[config.mk]
export PLATFORM = sky130hd
export DESIGN_NAME = p08_muldiv4_seq
export DESIGN_NICKNAME = d
export VERILOG_FILES = /design/src/rtl/p08_muldiv4_seq.sv
export SDC_FILE = /design/constraint.sdc
export NUM_CORES = 1
export LEC_CHECK = 0
export CORE_MARGIN = 3
export CORE_UTILIZATION = 35
export DETAILED_ROUTE_END_ITERATION = 7
export GPL_TIMING_DRIVEN = 0
export PLACE_DENSITY = 0.65
export SLEW_MARGIN = 20
export SYNTH_ARGS = -nofsm -noshare
export SYNTH_HDL_FRONTEND = slang
export SYNTH_SLANG_ARGS = --single-unit
[constraint.sdc]
create_clock -name clk -period 2.2 [get_ports clk]
set_input_delay 0.44 -clock clk [delete_from_list [all_inputs] [get_ports clk]]
set_output_delay 0.44 -clock clk [all_outputs]
set_load 0.005 [all_outputs]
[src/rtl/p08_muldiv4_seq.sv]
`default_nettype none
// ============================================================================
// Module   : p08_muldiv4_seq
// Purpose  : Sequential 4-bit unsigned multiply / divide engine.
//            Multiply uses shift-add with one step per multiplier bit.
//            Divide uses restoring division with one step per quotient bit.
//            Each step drives one 4-bit add or trial-subtract and registers
//            the sum/carry it consumes.
// Ports    : clk    - rising-edge clock
//            rst    - synchronous active-high reset
//            start  - operation request, sampled only in IDLE
//            op     - 0 = multiply, 1 = divide (latched with start)
//            a      - multiplicand / dividend (latched with start)
//            b      - multiplier / divisor (latched with start)
//            busy   - high while an operation is in progress
//            done   - one-cycle pulse, result valid from this cycle
//            result - multiply: product; divide: {remainder, quotient}
//            dbz    - divide-by-zero flag for the current result
// Revision : 1.0 - initial release
// ============================================================================
module p08_muldiv4_seq #(
  parameter int WIDTH = 4,
  parameter int STEPS = 4
) (
  input  logic               clk,
  input  logic               rst,
  input  logic               start,
  input  logic               op,
  input  logic [WIDTH-1:0]   a,
  input  logic [WIDTH-1:0]   b,
  output logic               busy,
  output logic               done,
  output logic [2*WIDTH-1:0] result,
  output logic               dbz
);

  localparam int               c_cnt_w = $clog2(STEPS);
  localparam logic [c_cnt_w-1:0] c_last_step = c_cnt_w'(STEPS - 1);

  typedef enum logic [1:0] {
    S_IDLE = 2'd0,
    S_RUN  = 2'd1,
    S_DONE = 2'd2
  } state_t;

  state_t               state_q, state_d;
  logic [c_cnt_w-1:0]   cnt_q, cnt_d;
  logic                 op_q, op_d;
  // hi: multiply accumulator upper half / divide partial remainder
  // lo: multiplier being shifted out / dividend shifting into quotient
  logic [WIDTH-1:0]     hi_q, hi_d;
  logic [WIDTH-1:0]     lo_q, lo_d;
  // opnd: multiplicand for multiply, divisor for divide
  logic [WIDTH-1:0]     opnd_q, opnd_d;
  logic                 busy_q, busy_d;
  logic                 done_q, done_d;
  logic [2*WIDTH-1:0]   result_q, result_d;
  logic                 dbz_q, dbz_d;

  // Datapath for one iteration
  logic [WIDTH:0]       mul_sum;
  logic [WIDTH:0]       div_shift;
  logic [WIDTH+1:0]     div_trial;
  logic                 div_neg;
  logic [WIDTH-1:0]     step_hi;
  logic [WIDTH-1:0]     step_lo;

  always_comb begin
    // Add the multiplicand only when the current multiplier bit is set;
    // the carry is kept so the right shift brings it into the accumulator.
    mul_sum   = {1'b0, hi_q} + ({1'b0, opnd_q} & {(WIDTH+1){lo_q[0]}});
    // Remainder shifted left with the next dividend bit; one extra bit
    // on the trial so its sign can be tested even for large remainders.
    div_shift = {hi_q, lo_q[WIDTH-1]};
    div_trial = {1'b0, div_shift} - {2'b00, opnd_q};
    div_neg   = div_trial[WIDTH+1];
    if (op_q) begin
      step_hi = div_neg ? div_shift[WIDTH-1:0] : div_trial[WIDTH-1:0];
      step_lo = {lo_q[WIDTH-2:0], ~div_neg};
    end else begin
      step_hi = mul_sum[WIDTH:1];
      step_lo = {mul_sum[0], lo_q[WIDTH-1:1]};
    end
  end

  // Next-state and output logic
  always_comb begin
    state_d  = state_q;
    cnt_d    = cnt_q;
    op_d     = op_q;
    hi_d     = hi_q;
    lo_d     = lo_q;
    opnd_d   = opnd_q;
    result_d = result_q;
    dbz_d    = dbz_q;
    busy_d   = 1'b0;
    done_d   = 1'b0;

    unique case (state_q)
      S_IDLE: begin
        if (start) begin
          state_d = S_RUN;
          cnt_d   = '0;
          op_d    = op;
          hi_d    = '0;
          // Multiply shifts the multiplier out of lo; divide shifts the
          // dividend out of lo while the quotient shifts in behind it.
          lo_d    = op ? a : b;
          opnd_d  = op ? b : a;
          dbz_d   = op && (b == '0);
          busy_d  = 1'b1;
        end
      end
      S_RUN: begin
        hi_d  = step_hi;
        lo_d  = step_lo;
        cnt_d = cnt_q + 1'b1;
        if (cnt_q == c_last_step) begin
          state_d  = S_DONE;
          // Both operations leave their answer as {hi, lo}
          result_d = {step_hi, step_lo};
          done_d   = 1'b1;
        end else begin
          busy_d = 1'b1;
        end
      end
      S_DONE: begin
        state_d = S_IDLE;
      end
      default: begin
        state_d = S_IDLE;
      end
    endcase
  end

  always_ff @(posedge clk) begin
    if (rst) begin
      state_q  <= S_IDLE;
      cnt_q    <= '0;
      op_q     <= 1'b0;
      hi_q     <= '0;
      lo_q     <= '0;
      opnd_q   <= '0;
      busy_q   <= 1'b0;
      done_q   <= 1'b0;
      result_q <= '0;
      dbz_q    <= 1'b0;
    end else begin
      state_q  <= state_d;
      cnt_q    <= cnt_d;
      op_q     <= op_d;
      hi_q     <= hi_d;
      lo_q     <= lo_d;
      opnd_q   <= opnd_d;
      busy_q   <= busy_d;
      done_q   <= done_d;
      result_q <= result_d;
      dbz_q    <= dbz_d;
    end
  end

  assign busy   = busy_q;
  assign done   = done_q;
  assign result = result_q;
  assign dbz    = dbz_q;

endmodule
`default_nettype wire

Word level (Yosys, flattened, before mapping):

Cells that the tools add are included.

* div/mod/pow operators: 0
* equality and inequality tests: 4
* muxes and demuxes: 18
* shifts and indexed selects: 0
* reductions and logical operators: 9
* $add $sub $neg: 3
* $mul: 0
* $lt $le $gt $ge: 0
* bitwise logic cells: 3

Operators by type and width (number)
* $mux 4: 7
* $pmux 4 s2: 2
* $pmux 2 s2: 2
* $reduce_and 2->1: 4
* $mux 2: 3
* $sub 5x4->6: 1
* $add 4x5->5: 1
* $and 4x5->5: 1
* $logic_not 4->1: 1
* $ne 2x2->1 const B: 2
* $mux 1: 3
* $add 2x1->2 const B: 1
* $eq 2x1->1 const B: 1
* $eq 2x2->1 const B: 1
* $logic_not 2->1: 1
* $not 1->1: 2
* $pmux 1 s2: 1
* $reduce_bool 2->1: 1
* $reduce_or 2->1: 1
* $logic_and 1x1->1: 1

* register bits: 28
* input port bits: 12
* memories kept: 0
* word-level logic and storage cells: 47
* bits in read-only memories: 0
* output and inout port bits: 11
* RAM bits: 0
* bits in latches: 0

Depth between registers and ports, before layout:

* depth in word-level cells: 4
* gate-level depth with buffers: 9
* depth with buffers taken out: 9

Worst setup path after synthesis:

No wires, ideal clock.

* path kind: register -> register
* start: register lo_q[3]
* end: register hi_q[2]
* data required time: 2.080 ns
* period minus slack after synthesis: 1.860 ns
* stages on the path, launching flop included: 10
* path buffers: 0
* arrival: 1.741 ns
* path slack: 0.340 ns
* setup time: 0.120 ns
* path through: dfxtp_1 > inv_1 > ha_1 > inv_1 > fa_1 > nor4bb_1 > a31oi_1 > a21oi_1 > a311oi_2 > o31a_1

* longest elaborated chain between the ends: 4

Ends and longest elaborated chain
* from (decl): line 52 `logic [WIDTH-1:0] lo_q, lo_d;`
* from (signal assigned): line 153 `lo_q <= lo_d;`
* $sub 5x4->6: line 75 `div_trial = {1'b0, div_shift} - {2'b00, opnd_q};`
* $mux 4: line 78 `step_hi = div_neg ? div_shift[WIDTH-1:0] : div_trial[WIDTH-1:0];`
* $mux 4: line 77 `if (op_q) begin`
* $pmux 4 s2: line 99 `unique case (state_q)`
* to (signal assigned): line 152 `hi_q <= hi_d;`
* to (decl): line 51 `logic [WIDTH-1:0] hi_q, hi_d;`

No other way between the ends.
A chain may end at the register's enable or synchronous reset.

Worst setup path in the final report:

* start: register opnd_q[0]
* end: register hi_q[2]

* longest elaborated chain between the ends: 4
* elaborated cells on any way between the ends: 6
* classes of those cells: 2 x add/sub; 3 x mux; 1 x bitwise

Ends and longest elaborated chain
* from (decl): line 54 `logic [WIDTH-1:0] opnd_q, opnd_d;`
* from (signal assigned): line 154 `opnd_q <= opnd_d;`
* $and 4x5->5 or $sub 5x4->6 (tied branches): line 71, 75
* $add 4x5->5 or $mux 4 (tied branches): line 71, 78
* $mux 4 *: line 77
* $pmux 4 s2 *: line 99

Mark *: on every way between the ends. The rest lies on a longest branch, timed or not.

==> metrics.txt <==
status=completed; vias in the first global route=1,338; Layout area overhead=21.1%; post-synthesis xor/xnor area fraction=0.0169; asr flop ratio synth=0; post-route ant nets=0; capturing point of the worst reg2reg path=hi_q[2]$_SDFFE_PP0P_; simple logic cell fraction of the synthesized area=0.182; Lkg Pwr=0.730 nW; crit path launch=opnd_q[0]$_SDFFE_PP0P_; initial core utilization=0.376; pin count of the biggest net entering global routing=16; clk sinks=28; DR vias=1,337; Worst-Margin Slew=0.485 ns; critical path fanouts, max=3; multiplexer area fraction after synthesis=0.0707; Cell Area, Synth=approximately 1600 µm²; Routed WL per cell=between 10 and 15 µm; Non-Filler Instances=256; most common cell after layout, fill and taps aside=nor2_1; setup bufs post-CTS=0; clock latency on the worst-skew pair=0.28 ns; first-pass GRT wire length=a little over 6000 µm; CP Data Arrival Time=2.24 ns; RSZ-0062 raised after global routing=no; Clock Tree Buf Depth=2; Syn Nets=204; GPL Wtd Cong=between 0.9 and 1; total routed wirelength=3530 µm; Pre-antenna DRT Iters=4; Hold Fails Final Rpt=0; Setup Viol. Count Final=0; CP required=2.37 ns; Slew Limit Fails=0; GRT Residual Overflow=0; Yosys Warn Count=0; crit path time final=2.07 ns; post-synthesis adder-cell area fraction=0.0981; Initial DRC Count=89; cts hold-fix bufs=0; largest family of logic cells by synthesized area=compound AO/OA/AOI/OAI gates; r2r setup slk=between 0.1 and 0.15 ns; Worst VDD drop=0.407 mV; setup_tns=0 ns; #FFs+latches synth=28; DP Wirelength=between 2000 and 3000 µm; drt via density=5.22; dpl cells=252; Worst setup SP type=flip-flop; Compound-Gate Fraction of Synth Area=0.222; Remaining DRCs=0; IO Port Bufs=21; H-tree depth=1; post-CTS resize count=0; critical path endpoint=hi_q[2]$_SDFFE_PP0P_; placement row count=23; Clock transition at path regs=0.10 ns; Setup crit end kind=flip-flop; Final nets=230; hold crit path type=reg2reg; normalized max-slew margin=0.677; reg2reg path depth=8; Die Width=about 73 µm; synth unique cells=43; Peak Freq=483 MHz; fill cell count=427; r2r startpoint=opnd_q[0]$_SDFFE_PP0P_; Root Driver=clkbuf_8; Total Routing Usage GR=0.148; layout cells sized above 1=0.0728; critical path class=reg2reg; fin util=0.455; Num CTS Buffers=3; power density over the cells=595 nW/µm²; commonest register cell after synthesis=dfxtp_1; initial antenna violation count=0; Syn Area/Cell=8.60 µm²; Worst Clk Skew=0.00468 ns; synthesized instance count=181; Ports=23; die footprint=between 5000 and 6000 µm²; floorplan core area=4140 µm²; final cycle utilization of the critical path=0.942; most frequent cells in the layout=nor2_1 (30), dfxtp_1 (28), clkdlybuf4s50_1 (21), a21oi_1 (15), mux2i_1 (11); # Max-Cap Violations=0; hold_ws=0.458 ns; CTS tree=built; EDFF count, synth=0; sequential area share after synthesis=0.360; Die H=72.7 µm; ant diodes=0
## critical path, stage by stage, from the launching register on
cell      delay [ns]
dfxtp_1         0.41
ha_1            0.19
inv_1           0.05
fa_1            0.42
nor4bb_1        0.29
a31oi_1         0.07
a21oi_1         0.16
a311oi_2        0.07
o31a_1          0.30
## logic make-up after synthesis
logic type | after synthesis
mux | 11
compound gates | 49
buf+inv | 18
xor+xnor | 3
simple gates | 61
flops | 28
fa+ha+maj | 11
## synth_stat cells, types with 2 or more instances
cell      instances  area [µm²]
and2_1            5        31.3
a311oi_1          2        17.5
nor2_1           30         113
nand2_1          10        37.5
nand3_1           4        20.0
clkbuf_1          4        15.0
nand2b_1          3        18.8
ha_1              9         113
fa_1              2        40.0
a21oi_1          15        75.1
mux2i_1          11         110
o21ai_0           3        15.0
buf_2             5        25.0
o31a_1            2        17.5
a211oi_1          8        60.1
dfxtp_1          28         561
xor2_1            2        17.5
nor2b_1           2        12.5
o21ai_1           3        15.0
a31oi_1           3        18.8
inv_1             8        30.0
## cell type report
| type | count | area, µm² | area share |
|---|---|---|---|
| buffer | 10 | 47.5 | 0.0252 |
| clock buffer | 4 | 55.1 | 0.0292 |
| inverter | 8 | 30.0 | 0.0159 |
| multi-input combinational | 135 | 918 | 0.487 |
| sequential | 28 | 561 | 0.297 |
| tap | 50 | 62.6 | 0.0332 |
| timing repair buffer | 21 | 210 | 0.112 |
## per-stage QoR
step,instance area (µm²),total power [W],worst slack (ns)
finish,1880,0.00112,0.128
global route,1880,0.00119,0.00807
CTS,1880,0.00113,0.128
detailed placement,1830,0.000811,0.140
global placement,1830,0.000808,0.164
floorplan,1560,0.000735,0.340
## per-layer routing
| metal | track usage | vias up | wire [µm] |
|---|---|---|---|
| met5 | 0 | - | 0 |
| met4 | 0.0307 | 0 | 27 |
| met3 | 0.0289 | 4 | 89 |
| met2 | 0.248 | 19 | 1650 |
| met1 | 0.197 | 617 | 1760 |
| li1 | - | 697 | - |
## worst min-delay path by stage
stage	slack, ns	start	cells after the start	to
detailed placement	0.45	result[0]$_SDFFE_PP0P_	2	result[0]$_SDFFE_PP0P_
floorplan	0.45	cnt_q[1]$_SDFFE_PP0P_	2	cnt_q[1]$_SDFFE_PP0P_
finish	0.46	result[0]$_SDFFE_PP0P_	2	result[0]$_SDFFE_PP0P_
global placement	0.45	result[0]$_SDFFE_PP0P_	2	result[0]$_SDFFE_PP0P_
CTS	0.46	result[0]$_SDFFE_PP0P_	2	result[0]$_SDFFE_PP0P_
global route	0.50	result[0]$_SDFFE_PP0P_	2	result[0]$_SDFFE_PP0P_
## where the power goes
group | leakage (nW) | internal [W] | total, W | switching (W)
Sequential | 0.229 | 0.000532 | 0.000555 | 0.0000239
Combinational | 0.473 | 0.000105 | 0.000244 | 0.000139
Clock | 0.0288 | 0.000160 | 0.000321 | 0.000161
Total | 0.730 | 0.000797 | 0.00112 | 0.000324
## sequential cells by signal (all words and copies together) (netlist names)
signal   count
busy         1
cnt_q        2
dbz          1
done         1
hi_q         4
lo_q         4
op_q         1
opnd_q       4
result       8
state_q      2
No activity file was read; power rests on OpenSTA's default activity.
==> patch: new RTL, same settings <==
Re-encode `state_t` (3 states) as one-hot, 3 bits wide.
--- a/src/rtl/p08_muldiv4_seq.sv
+++ b/src/rtl/p08_muldiv4_seq.sv
@@ -37,10 +37,10 @@
   localparam int               c_cnt_w = $clog2(STEPS);
   localparam logic [c_cnt_w-1:0] c_last_step = c_cnt_w'(STEPS - 1);
 
-  typedef enum logic [1:0] {
-    S_IDLE = 2'd0,
-    S_RUN  = 2'd1,
-    S_DONE = 2'd2
+  typedef enum logic [2:0] {
+    S_IDLE = 3'b001,
+    S_RUN  = 3'b010,
+    S_DONE = 3'b100
   } state_t;
 
   state_t               state_q, state_d;
Function: same outputs for any inputs over 10 cycles, from zero or initial values and one cycle with rst high; not proved beyond that.
==> patch against the unedited design <==
Area after synthesis grew 5.4%. Design area rose by 7.0%. Cell count increased by 5.1%. Total power up 13%. Routed wire length increased by 6.4%. Sequential cell count up 1. Count of clock-buffer cells in the layout increased by 3. Non-clock buffer count is 1 higher. Worst setup slack improved by 87 ps. Clock power rose by 50%. Fmax is 4.4% higher. Critical path type unchanged. Critical endpoint is now result[6]$_SDFFE_PP0P_. Largest cell class unchanged.
==> patch: results (changes against the unedited design) <==
placed cell count - 261 (+3.6%)
Starting DRT DRC Count - 45 (-49%)
CTS buffer count - 5 (+2)
Worst-Margin Slew - 504 ps (+18.8 ps)
# port buffers - 21 (unchanged)
outcome - completed
routed wire length - 3750 µm (+6.4%)
WL met3 - 150 µm (+69%)
WL per Instance - 14.0 µm (+1.2%)
pin count of the biggest net entering global routing - 11 (-5)
Net Count, Synth - 211 (+3.4%)
CTS root buf - clkbuf_8
Reg-to-Reg Start - lo_q[3]$_SDFFE_PP0P_
Distinct cells, synth - 48 (+12%)
register area share after synthesis - 35.4% (-0.62 points)
Layout Nets - 239 (+3.9%)
Reg clk slew, reported paths - 60 ps (-40 ps)
first-pass GRT wire length - 6530 µm (+6.3%)
drt pass-1 iters - 4 (unchanged)
clk_skew - 2.18 ps (-2.51 ps)
vias in the first global route - 1,344 (+0.45%)
Vias/cell - 5.29 (+1.4%)
HPWL Detailed - 2880 µm (+3.0%)
static leakage - 0.762 nW (+4.3%)
peak supply drop - 0.000453 V (+11%)
layout cell share with drive strength beyond 1 - 10.6% (+3.3 points)
syn_area_per_cell - 8.73 µm² (+1.5%)
fill cell count - 437 (+2.3%)
GPL Wtd Cong - 0.846 (-6.7%)
synth cell count leaders - dfxtp_1 (29), nor2_1 (28), a21oi_1 (13)
GRT Util Overall - 15.4% (+0.64 points)
top post-synthesis cells by area - dfxtp_1 (35%), ha_1 (6.9%), mux2i_1 (6.7%)
WP data arrival - 2140 ps (-100 ps)
H-tree levels - 2 (+1)
Setup Buffers After CTS - 0 (unchanged)
met1 wire length - 1880 µm (+6.8%)
[patch: final timing paths]
path | endpoint | slack, ps | cells after the start
worst max-delay path | result[6]$_SDFFE_PP0P_ | 220 | 9
worst min-delay path | result[0]$_SDFFE_PP0P_ | 460 | 2
worst max register to register | result[6]$_SDFFE_PP0P_ | 220 | 9
worst min register to register | result[0]$_SDFFE_PP0P_ | 460 | 2
[patch: per-layer routing]
metal / vias up / GRT usage (%)
li1: 737 / -
met1: 656 / 21.8
met2: 27 / 23.7
met3: 4 / 3.78
met4: 0 / 3.56
met5: - / 0
[patch: cell type report]
class / count / area, µm² / share of cell area, %
well taps: 52 / 65.1 / 3.23
repair buffers: 21 / 210 / 10.4
inverters: 8 / 30.0 / 1.49
clock inverters: 1 / 5.00 / 0.248
plain buffers: 11 / 56.3 / 2.79
clock buffers: 7 / 96.3 / 4.78
multi-input cells: 140 / 973 / 48.3
flip-flops and latches: 29 / 581 / 28.8
[patch: kinds of logic (layout without fill, tap and decap cells)]
kind of cell,Yosys count,in the layout,synth area share (%)
compound gates,48,48,21.2
xor+xnor,2,2,1.07
fa+ha+maj,11,11,9.31
buf+inv,19,48,5.26
flops,29,29,35.4
mux,11,11,6.71
simple gates,68,68,21.1
[patch: stage by stage]
step | cell area, µm² | worst slack, ps | total power [mW]
2_1_floorplan | 1640 | 427 | 0.724
3_3_place_gp | 1920 | 244 | 0.788
3_5_place_dp | 1920 | 248 | 0.790
4_1_cts | 2020 | 220 | 1.27
5_1_grt | 2020 | 19.5 | 1.33
6_report | 2020 | 215 | 1.26
[patch: worst register-to-register path: cells and delay by family (launching register included)]
family	cells	cell delay (ps)
flip-flops	1	330
AND/OR/NAND/NOR	3	530
AO/OA/AOI/OAI	2	270
buffers and inverters	2	140
adder cells (fa/ha/maj)	2	590
[patch: power breakdown]
group	internal, mW	switching, mW	leakage, nW
clock network	0.282	0.201	0.0542
logic	0.0982	0.116	0.471
registers	0.546	0.0188	0.236
total	0.926	0.336	0.762
